### config.mk
export PLATFORM = sky130hd
export DESIGN_NAME = hazard_scoreboard
export DESIGN_NICKNAME = d
export VERILOG_FILES = /design/src/rtl/hazard_scoreboard.sv
export SDC_FILE = /design/constraint.sdc
export NUM_CORES = 1
export LEC_CHECK = 0
export ABC_AREA = 1
export BUFFER_PORTS_ARGS = -buffer_cell sky130_fd_sc_hd__buf_4
export CAP_MARGIN = 20
export CORE_MARGIN = 2
export CORE_UTILIZATION = 50
export DETAILED_ROUTE_END_ITERATION = 8
export GPL_ROUTABILITY_DRIVEN = 0
export GPL_TIMING_DRIVEN = 1
export PLACE_DENSITY = 0.72
export SLEW_MARGIN = 20
export SYNTH_ARGS = -nofsm -noshare
export SYNTH_HDL_FRONTEND = slang
export SYNTH_SLANG_ARGS = --single-unit
export TNS_END_PERCENT = 1
### constraint.sdc
create_clock -name clk -period 4.05 [get_ports clk]
set_input_delay 0.405 -clock clk [delete_from_list [all_inputs] [get_ports clk]]
set_output_delay 0.405 -clock clk [all_outputs]
set_load 0.05 [all_outputs]
### src/rtl/hazard_scoreboard.sv
// ID-stage hazard scoreboard: tracks in-flight destination registers for the
// stages between ID and WB, flags RAW dependencies of the instruction in ID,
// and counts stall cycles with a saturating counter.
module hazard_scoreboard #(
   parameter int REG_ADDR_W = 4,
   parameter int NUM_STAGES = 2,
   parameter int FWD_EN     = 0,
   parameter int CNT_W      = 16
) (
   input  logic                  clk,
   input  logic                  rst,
   input  logic                  freeze,
   input  logic                  flush,
   input  logic                  id_valid,
   input  logic                  with_src1,
   input  logic                  with_src2,
   input  logic [REG_ADDR_W-1:0] src1,
   input  logic [REG_ADDR_W-1:0] src2,
   input  logic                  id_wb_en,
   input  logic                  id_mem_read,
   input  logic [REG_ADDR_W-1:0] id_dest,
   output logic                  has_hazard,
   output logic [NUM_STAGES-1:0] hazard_stage,
   output logic [CNT_W-1:0]      stall_count
);

   // Scoreboard entries, index 0 = EXE, index NUM_STAGES-1 = last stage before WB
   logic [NUM_STAGES-1:0] r_valid;
   logic [NUM_STAGES-1:0] r_wb_en;
   logic [NUM_STAGES-1:0] r_mem_read;
   logic [REG_ADDR_W-1:0] r_dest [NUM_STAGES];
   logic [CNT_W-1:0]      r_stall_cnt;

   logic [NUM_STAGES-1:0] w_stage_raw;
   logic                  w_id_live;
   logic                  w_insert;

   // Per-stage operand compare; with forwarding only a load sitting in EXE
   // can still cause a stall, everything else is bypassed.
   generate
      for (genvar gi = 0; gi < NUM_STAGES; gi++) begin : g_match
         logic w_m1;
         logic w_m2;
         assign w_m1 = with_src1 & r_valid[gi] & r_wb_en[gi] & (src1 == r_dest[gi]);
         assign w_m2 = with_src2 & r_valid[gi] & r_wb_en[gi] & (src2 == r_dest[gi]);
         if (FWD_EN != 0) begin : g_fwd
            if (gi == 0) begin : g_exe
               assign w_stage_raw[gi] = (w_m1 | w_m2) & r_mem_read[gi];
            end else begin : g_late
               assign w_stage_raw[gi] = 1'b0;
            end
         end else begin : g_nofwd
            assign w_stage_raw[gi] = w_m1 | w_m2;
         end
      end
   endgenerate

   // A squashed or empty ID slot never requests a stall
   assign w_id_live    = id_valid & ~flush;
   assign hazard_stage = w_stage_raw & {NUM_STAGES{w_id_live}};
   assign has_hazard   = |hazard_stage;
   assign w_insert     = w_id_live & ~has_hazard;
   assign stall_count  = r_stall_cnt;

   // Shift the scoreboard one stage per unfrozen clock, injecting the ID
   // instruction or a bubble into stage 0
   always_ff @(posedge clk) begin
      if (rst) begin
         r_valid    <= '0;
         r_wb_en    <= '0;
         r_mem_read <= '0;
         for (int i = 0; i < NUM_STAGES; i++) begin
            r_dest[i] <= '0;
         end
      end else if (!freeze) begin
         r_valid[0]    <= w_insert;
         r_wb_en[0]    <= w_insert & id_wb_en;
         r_mem_read[0] <= w_insert & id_mem_read;
         r_dest[0]     <= w_insert ? id_dest : '0;
         for (int i = 1; i < NUM_STAGES; i++) begin
            r_valid[i]    <= r_valid[i-1];
            r_wb_en[i]    <= r_wb_en[i-1];
            r_mem_read[i] <= r_mem_read[i-1];
            r_dest[i]     <= r_dest[i-1];
         end
      end
   end

   // Saturating count of cycles in which a stall was actually taken
   always_ff @(posedge clk) begin
      if (rst) begin
         r_stall_cnt <= '0;
      end else if (!freeze && has_hazard && (r_stall_cnt != {CNT_W{1'b1}})) begin
         r_stall_cnt <= r_stall_cnt + CNT_W'(1);
      end
   end

endmodule

---- Word-level counts from Yosys, hierarchy flattened ----
Memories as Yosys holds them, arrays and structs flattened.
Cells that the tools add are included.
word-level totals
  RAM bits ................................ 8
  input bits .............................. 21
  memories ................................ 1
  register bits ........................... 20
  output and inout bits ................... 19
cells by class
  mux-type cells .......................... 8
  reduce and logical (&&, ||, !) cells .... 4
  bitwise gates (word level) .............. 22
  add/sub/neg operators ................... 1
  eq/ne operators ......................... 5
memories
  name    words  width  rd ports  clocked after Yosys merged registers in  write ports  RTL line  RTL
  r_dest  2      4      2         0                                        2            31        logic [REG_ADDR_W-1:0] r_dest [NUM_STAGES];
operators with widths
  kind                                                              count
  16-bit by 1-bit adder with 16-bit output (second input constant)  1
  4-bit == test                                                     4
  16-bit != test (second input constant)                            1
  1-bit AND                                                         15
  4-bit two-way mux                                                 3
  1-bit two-way mux                                                 5
  1-bit OR                                                          4
  2-bit AND                                                         1
  1-bit logical AND                                                 2
  1-bit NOT                                                         2
  2-bit OR reduction                                                1
  1-bit zero test                                                   1

---- Depth between registers and ports, before layout ----
Gate-level depths: netlist of the first run.
  depth in word-level cells ............... 10
  mapped depth ............................ 13
  depth with buffers taken out ............ 12

---- Worst setup path after synthesis of the first run ----
No wires, ideal clock.
  path type ............................... register to register
  from .................................... register r_stall_cnt[1] (netlist: stall_count[1])
  to ...................................... register r_stall_cnt[11] (netlist: stall_count[11])
  arrival ................................. 1765 ps
  path slack .............................. 2176 ps
  library setup time ...................... 110 ps
  path buffers ............................ 1
  data required time ...................... 3940 ps
  stages on the path, launching flop included .. 12
  path through ............................ dfxtp_1 -> ha_1 -> nand2_1 -> nor2_4 -> nand4_4 -> buf_6 -> nand2_2 -> nor2_1 -> nand3_2 -> nand2_1 -> inv_2 -> nor2_2
between the ends
  cells in the longest elaborated chain, start to end .. 2
ends and longest elaborated chain
  element                                                                                           RTL line  RTL
  start: declaration                                                                                32        logic [CNT_W-1:0] r_stall_cnt;
  start signal: assignment                                                                          94        r_stall_cnt <= r_stall_cnt + CNT_W'(1);
  parallel branches: the longest is 2 deep, another holds 16-bit by 1-bit adder with 16-bit output  n/a
Several ways; the timed one is not identified.
A chain may end at the register's enable or synchronous reset.

==> results.json, run 1 <==
{
  "final_cell_mix": "88 x nand2_1, 60 x inv_1, 39 x nor2_1",
  "layout_commonest_cell": "nand2_1",
  "peakVddDrop_mv": 0.241,
  "worstHoldStart": "id_wb_en",
  "worstHoldPathCells": 3,
  "setup_slack_ns": 1.79,
  "grtUsageTotal_pct": 19.2,
  "die_x_um": 67.5,
  "combPwrFrac_pct": 11.7,
  "min_path_type": "input pin to flop",
  "cts_tree": "built",
  "end_kind": "output pin",
  "areaGrowthSynthToFinish_pct": 15.6,
  "setup_viol_count_final": 0,
  "clock_skew_ns": 0.00111,
  "synth-seq-cells": 28,
  "p_seq_share_pct": 58.2,
  "worstPathArrival_ns": 1.86,
  "min_to": "r_wb_en[0]",
  "hold_viol": 0,
  "yosysTopAreaCell": "dfxtp_1",
  "clkSinkCount": 28,
  "vias": 1887,
  "pre_cts_slack_ns": 1.98,
  "start_util_pct": 51.2,
  "status": "complete, no violations",
  "syn-num-nets": 332,
  "routed_via_density": 4.79,
  "cts_buffer_depth": 2,
  "wirelength_um": 4020,
  "period_share_pct": 55.8,
  "yosysSeqAreaShare_pct": 31.7,
  "critPathLaunchType": "flop",
  "rr_endpoint": "r_dest[0][2]",
  "slew_viol_final": 0,
  "finalCriticalPeriod_ns": 2.26,
  "drt_iter0_markers": 101,
  "power.internal_uw": 389,
  "cts_max_level": 1,
  "crit_type": "flop to output pin",
  "dieArea_um2": 4560,
  "worstRegToRegCells": 10,
  "swShare_pct": 24.1,
  "setup_tns_ns": 0,
  "rrSetupSlack_ns": 2.17,
  "nNetsFinal": 367,
  "synth_area_leaders": "dfxtp_1 20%, nand2_1 16%, edfxtp_1 12%",
  "synth.distinct_cells": 29,
  "wire_per_inst_um": 10.2,
  "diodes": 0,
  "grt_max_degree": 33,
  "syn_area_per_cell_um2": 6.51,
  "drive_above_1_share_pct": 24.7,
  "clockRootBuffer": "clkbuf_8",
  "fp-row-count": 23,
  "core-area_um2": 3940,
  "antenna_found_initial": 0,
  "cap_violations": 0,
  "rsz0062_at_grt": "no",
  "fp.dieH_um": 67.5,
  "synthesis.instances": 310,
  "post_cts_buffers": 0,
  "syn_area_um2": 2020,
  "p_leak_uw": 0.00115,
  "power_density_nw_per_um2": 219,
  "pin_count": 40,
  "drtPass1Iterations": 4,
  "fmax_ghz": 0.442,
  "slew_headroom_pct": 33.1,
  "postCtsHoldBufs": 0,
  "ys_warn_count": 0,
  "final_antenna_net_count": 0,
  "numCtsBuffers": 3,
  "grt_overflow": 0,
  "post_cts_resize_count": 0,
  "drc": 0,
  "grt_pass1_wl_um": 6860,
  "timing.rr.start": "r_dest[0][5]",
  "netlist.area_leader.share_pct": 19.8,
  "pwr-share-clk_pct": 30.0,
  "critPathRequiredTime_ns": 3.64,
  "clkLatencyLatePin_ns": 0.27,
  "cp_max_fo": 32,
  "io_buffers": 38,
  "max_slew.worst_pin.slew_ns": 0.998,
  "p_switching_uw": 123,
  "clk_pin_slew_ns": 0.09,
  "post-dp-hpwl_um": 3000,
  "grt_pass1_vias": 1586
}
[power groups by stage]
| stage | clock network (µW) | registers, µW | logic [µW] |
|---|---|---|---|
| after global routing | 172 | 299 | 67.7 |
| after CTS | 161 | 298 | 60.2 |
| after detailed placement | 0 | 305 | 60.0 |
| after global placement | 0 | 304 | 59.2 |
| final | 154 | 298 | 60.1 |
| after floorplan | 0 | 304 | 37.5 |
[critical path, stage by stage, from the launching register on]
cell	delay [ns]
edfxtp_1	0.43
nand2_1	0.09
nand2_1	0.05
nor2_1	0.10
nand3_1	0.08
nand2_1	0.10
nand2_1	0.11
nand2_4	0.33
buf_4	0.28
[metrics by stage]
step / total power (µW) / instance area, µm² / util, % / std cells / hold slack (ns)
3_3_place_gp: 364 / 2290 / 58.0 / 390 / 0.477
2_1_floorplan: 341 / 2020 / - / 310 / 0.458
4_1_cts: 520 / 2330 / 59.2 / 394 / 0.363
5_1_grt: 538 / 2330 / 59.2 / 394 / 0.372
6_report: 512 / 2330 / 59.2 / 394 / 0.368
3_5_place_dp: 365 / 2290 / 58.0 / 390 / 0.477
[sequential cells by signal, indices dropped and copies added (netlist names)]
register,cells
stall_count,16
r_wb_en,2
r_dest,8
r_valid,2
[worst max path at each step]
stage                               from         endpoint  slack, ns
after floorplan           stall_count[1]  stall_count[11]       2.18
after global placement           src1[2]       has_hazard       2.00
after detailed placement         src1[2]       has_hazard       1.98
after CTS                   r_dest[0][5]       has_hazard       1.78
after global routing        r_dest[0][4]       has_hazard       1.59
final                       r_dest[0][5]       has_hazard       1.79
[layout make-up]
class	count	area, µm²
Clock buffer	4	45.0
Sequential cell	28	641
Tap cell	50	62.6
Timing Repair Buffer	38	285
Fill cell	392	1610
Multi-Input combinational cell	201	1020
Inverter	73	274
[cell families after synthesis]
logic type / share of synthesized area (%)
compound gates: 2.54
xor+xnor: 0.434
fa+ha+maj: 0.620
buf+inv: 17.5
flops: 31.7
simple gates: 47.2
[cell usage after synthesis]
cell,count
nand4_1,16
clkbuf_8,1
inv_1,61
clkbuf_1,1
a21oi_1,4
nand2_1,88
edfxtp_1,8
buf_6,2
nand3_2,16
o22ai_1,1
inv_2,11
nor3_1,1
buf_4,2
nor2_2,6
buf_1,1
nor2_4,4
dfxtp_1,20
nand2_2,4
ha_1,1
clkinv_1,1
nor2_1,39
nand4_4,1
xnor2_1,1
o21ai_0,4
buf_12,1
o21ai_1,1
nand2_4,1
nor3_2,1
nand3_1,12
[routing by layer]
metal  wire length [µm]  track usage, %  vias to the layer above
met5                  0               0                        -
met1               2000            26.6                      843
met2               1830            31.9                       28
met4                 40            5.36                        0
li1                   -               -                     1012
met3                162            2.00                        4
Note: power is estimated with default switching activity, not from simulation.
==> inputs of run 2 (changes only) <==
==> constraint.sdc (replaced) <==
create_clock -name clk -period 2.2 [get_ports clk]
set_input_delay 0.22 -clock clk [delete_from_list [all_inputs] [get_ports clk]]
set_output_delay 0.22 -clock clk [all_outputs]
set_load 0.05 [all_outputs]
==> run 2 against run 1 <==
  * Sequential power up 84%
  * Sequential cell count unchanged
  * Combinational power up 88%
  * Global-route usage up 1.1 points
  * Register-to-register slack worse by 1.7 ns
  * Die area unchanged
  * Routed wire length up 1.7%
  * Critical path type unchanged
  * Critical endpoint unchanged
==> results.json, run 2 (synthesized netlist as in run 1, its figures left out) <==
{
  "worstRegToRegCells": 12,
  "worstSetupEndpoint": "has_hazard",
  "post_dp_cell_area_um2": 2310,
  "fp.dieH_um": 67.5,
  "post_cts_resize_count": 0,
  "grt_pass1_vias": 1736,
  "power_density_nw_per_um2": 405,
  "min_path_type": "input pin to flop",
  "nFillCells": 404,
  "diodes": 0,
  "grt_overflow": 0,
  "drt_iter0_markers": 105,
  "dieArea_um2": 4560,
  "core-area_um2": 3940,
  "nNetsFinal": 370,
  "fp-row-count": 23,
  "final_cell_mix": "88 x nand2_1, 61 x inv_1, 41 x buf_4",
  "clk_pin_slew_ns": 0.09,
  "layout_commonest_cell": "nand2_1",
  "setup_viol_count_final": 0,
  "end_kind": "output pin",
  "grtUsageTotal_pct": 20.3,
  "crit_path_start": "r_dest[0][0]",
  "pin_count": 40,
  "post_cts_buffers": 0,
  "timing.rr.start": "r_dest[0][0]",
  "hold_viol": 0,
  "drive_above_1_share_pct": 25.4,
  "cts_tree": "built",
  "setup_tns_ns": 0,
  "io_buffers": 38,
  "period_share_pct": 87.2,
  "critPathLaunchType": "flop",
  "numCtsBuffers": 3,
  "fin_area_um2": 2350,
  "drc": 0,
  "areaGrowthSynthToFinish_pct": 16.7,
  "postCtsHoldBufs": 0,
  "p_leak_uw": 0.00116,
  "max_slew.worst_pin.slew_ns": 0.455,
  "finalCriticalPeriod_ns": 1.92,
  "slew_headroom_pct": 69.6,
  "wirelength_um": 4090,
  "rrSetupSlack_ns": 0.45,
  "final_antenna_net_count": 0,
  "rsz0062_at_grt": "no",
  "clkLatencyLatePin_ns": 0.28,
  "post-dp-hpwl_um": 3110,
  "wire_per_inst_um": 10.3,
  "rr_endpoint": "stall_count[9]",
  "status": "complete, no violations",
  "cap_violations": 0,
  "peakVddDrop_mv": 0.304,
  "grt_pass1_wl_um": 7170,
  "fmax_ghz": 0.521,
  "antenna_found_initial": 0,
  "grt_max_degree": 21,
  "crit_type": "flop to output pin",
  "largest_reg_flops": 16,
  "clkSinkCount": 28,
  "cts_max_level": 1,
  "cp_max_fo": 20,
  "slew_viol_final": 0,
  "drtPass1Iterations": 4,
  "start_util_pct": 51.2,
  "worstPathArrival_ns": 1.70,
  "critPathRequiredTime_ns": 1.98,
  "cts_buffer_depth": 2,
  "clockRootBuffer": "clkbuf_8",
  "routed_via_density": 4.64,
  "clock_skew_ns": 0.00677,
  "die_x_um": 67.5,
  "vias": 1844
}
==> run 2: cell count changes in the layout (fill, tap and decap cells not counted), sizes merged <==
| cell | change |
|---|---|
| inv | +1 |
| clkbuf | -1 |
| buf | +3 |
==> run 2: worst max-delay path: stages (launching register included) <==
cell      delay (ns)
edfxtp_1        0.44
nand2_1         0.09
nand3_1         0.08
nor2_1          0.11
nand2_1         0.05
nand2_1         0.09
nand2_2         0.08
nand2_4         0.21
buf_4           0.25
==> run 2: how the worst min path moves through the flow <==
| stage | start | endpoint | cells past startpoint |
|---|---|---|---|
| CTS | id_wb_en | r_wb_en[0] | 3 |
| global route | id_wb_en | r_wb_en[0] | 3 |
| floorplan | freeze | r_valid[1] | 2 |
| global placement | id_wb_en | r_wb_en[0] | 3 |
| detailed placement | id_wb_en | r_wb_en[0] | 3 |
| finish | id_wb_en | r_wb_en[0] | 3 |
==> run 2: area by class of cell <==
class / instances / area (µm²) / area share (%)
Clock buffer: 3 / 41.3 / 1.75
Clock inverter: 1 / 3.75 / 0.159
Inverter: 73 / 274 / 11.6
Multi-Input combinational cell: 201 / 1020 / 43.5
Sequential cell: 28 / 641 / 27.2
Tap cell: 50 / 62.6 / 2.66
Timing Repair Buffer: 41 / 308 / 13.1
==> run 2: layer usage <==
metal | share of wire, % | wire length (µm) | global-route usage [%]
met1 | 50 | 2050 | 27.4
met4 | 1.4 | 57 | 6.89
met3 | 3.8 | 154 | 2.00
met5 | 0 | 0 | 0
met2 | 45 | 1830 | 33.7
==> run 2: metrics by stage <==
step | setup WS, ns | total power, µW | util, % | std cells | hold WS [ns]
2_1_floorplan | 0.326 | 628 | - | 310 | 0.359
3_3_place_gp | 0.467 | 672 | 58.6 | 393 | 0.464
3_5_place_dp | 0.435 | 674 | 58.6 | 393 | 0.468
4_1_cts | 0.251 | 964 | 59.7 | 397 | 0.175
5_1_grt | 0.112 | 996 | 59.7 | 397 | 0.188
6_report | 0.282 | 954 | 59.7 | 397 | 0.174
==> run 2: report_power, final <==
part | total, µW | internal (µW) | switching, µW
registers | 549 | 541 | 7.93
logic | 113 | 46.8 | 66.4
clock network | 292 | 126 | 167
total | 954 | 713 | 241
==> inputs of run 3 (changes only) <==
--- a/config.mk
+++ b/config.mk
@@ -6,7 +6,7 @@
 export NUM_CORES = 1
 export LEC_CHECK = 0
 export ABC_AREA = 1
-export BUFFER_PORTS_ARGS = -buffer_cell sky130_fd_sc_hd__buf_4
+export BUFFER_PORTS_ARGS = -buffer_cell sky130_fd_sc_hd__buf_2
 export CAP_MARGIN = 20
 export CORE_MARGIN = 2
 export CORE_UTILIZATION = 50
==> run 3 against run 2 <==
  * Global-route usage fell by 0.29 points
  * Hold slack improved by 0.00078 ns
  * Register-to-register slack improved by 0.05 ns
  * Fmax fell by 0.85%
  * Clock skew fell by 0.0048 ns
  * Combinational power fell by 9.7%
  * Die area did not move
  * Clock power fell by 1%
  * Critical path type unchanged
  * Largest power group unchanged
==> results.json, run 3 (synthesized netlist as in run 1, its figures left out) <==
{
  "crit_slowest_cell": "edfxtp_1",
  "drt_iter0_markers": 60,
  "numCtsBuffers": 3,
  "finalCriticalPeriod_ns": 1.93,
  "largest_reg_flops": 16,
  "max_slew.worst_pin.slew_ns": 0.439,
  "peakVddDrop_mv": 0.387,
  "worstPathArrival_ns": 1.71,
  "status": "complete, no violations",
  "hold_viol": 0,
  "fmax_ghz": 0.517,
  "die_x_um": 67.5,
  "vias": 1874,
  "pin_count": 40,
  "drive_above_1_share_pct": 25.6,
  "worstPathBufferInverterCount": 1,
  "wire_per_inst_um": 9.96,
  "areaGrowthSynthToFinish_pct": 12.3,
  "setup_viol_count_final": 0,
  "combPwrFrac_pct": 10.9,
  "grtUsageTotal_pct": 20.0,
  "rsz0062_at_grt": "no",
  "critPathMaxStageDelay_ns": 0.44,
  "clk_pin_slew_ns": 0.09,
  "grt_overflow": 0,
  "p_leak_uw": 0.00116,
  "post_cts_resize_count": 0,
  "regArea_um2": 641,
  "power.internal_uw": 708,
  "core-area_um2": 3940,
  "swShare_pct": 24.6,
  "p_switching_uw": 231,
  "power_density_nw_per_um2": 414,
  "slew_viol_final": 0,
  "start_util_pct": 51.2,
  "post_cts_buffers": 0,
  "cts_buffer_depth": 2,
  "nFillCells": 382,
  "crit_type": "flop to output pin",
  "grt_max_degree": 31,
  "min_path_type": "input pin to flop",
  "clkLatencyLatePin_ns": 0.28,
  "fp-row-count": 23,
  "drc": 0,
  "dieArea_um2": 4560,
  "clockRootBuffer": "clkbuf_8",
  "final_cell_mix": "88 x nand2_1, 61 x inv_1, 39 x nor2_1",
  "end_kind": "output pin",
  "wirelength_um": 3970,
  "cap_violations": 0,
  "clock_skew_ns": 0.00202,
  "nNetsFinal": 371,
  "pwr-share-clk_pct": 30.7,
  "antenna_found_initial": 0,
  "cts_tree": "built",
  "fp.dieH_um": 67.5,
  "period_share_pct": 87.9,
  "clkSinkCount": 28,
  "critPathLaunchType": "flop",
  "post-dp-hpwl_um": 3050,
  "drtPass1Iterations": 4,
  "cp_max_fo": 14,
  "io_buffers": 38,
  "cts_max_level": 1,
  "crit_chain": "nand2_1 -> nand2_1 -> nor2_1 -> nand3_1 -> nand2_1 -> nand2_1 -> nand2_4 -> buf_2",
  "postCtsHoldBufs": 0,
  "routed_via_density": 4.71,
  "grt_pass1_wl_um": 6970,
  "multi_input_area_um2": 1020,
  "critPathRequiredTime_ns": 1.98,
  "final_antenna_net_count": 0,
  "p_seq_share_pct": 58.4,
  "slew_headroom_pct": 70.7,
  "cp_top_family": "simple AND/OR/NAND/NOR gates",
  "crit_path_frequent_cell": "nand2_1",
  "holdWs_ns": 0.175,
  "grt_pass1_vias": 1714,
  "layout_commonest_cell": "nand2_1",
  "setup_tns_ns": 0,
  "diodes": 0
}
==> run 3: changes by cell type in the layout (fill, tap and decap cells not counted) <==
cell      change
buf_2        +38
buf_4        -37
clkbuf_1      +1
clkinv_1      -1
==> run 3: tightest hold or removal path, delay by kind of cell <==
kind,cells,cell delay (ns)
buf+inv,1,0.08
compound gates,1,0.07
simple gates,1,0.06
==> run 3: layer usage <==
layer / GRT usage, % / share of wire [%] / up-vias
li1: - / - / 1014
met4: 9.18 / 1.9 / 0
met2: 32.8 / 45 / 25
met3: 2.00 / 3.4 / 4
met5: 0 / 0 / -
met1: 26.4 / 49 / 831
==> run 3: path summary, 6_finish.rpt <==
path / start / slack (ns) / to / cells past startpoint
worst min register to register: r_wb_en[1] / 0.49 / r_wb_en[1] / 2
worst max register to register: r_dest[0][5] / 0.50 / stall_count[4] / 12
worst max-delay path: r_dest[0][5] / 0.27 / has_hazard / 8
worst min-delay path: id_wb_en / 0.17 / r_wb_en[0] / 3
==> run 3: power groups by stage <==
stage,combinational [µW],clock (µW),sequential (µW)
detailed placement,103,0,561
global placement,102,0,560
global route,118,319,550
floorplan,69.0,0,559
CTS,103,300,549
finish,102,288,549
==> run 3: per-stage QoR <==
stage               instances  setup WS [ns]  utilization, %  area [µm²]  total power (µW)
global placement          394          0.530            56.4        2220               662
global route              398          0.124            57.5        2270               987
CTS                       398          0.262            57.5        2270               952
detailed placement        394          0.523            56.4        2220               664
finish                    398          0.266            57.5        2270               939
floorplan                 310          0.326               -        2020               628
==> run 3: cell type report <==
cell class	instances	share of cell area [%]
Inverter	73	12.1
Sequential cell	28	28.3
Clock buffer	4	1.99
Tap cell	50	2.76
Multi-Input combinational cell	201	45.2
Timing Repair Buffer	42	9.71
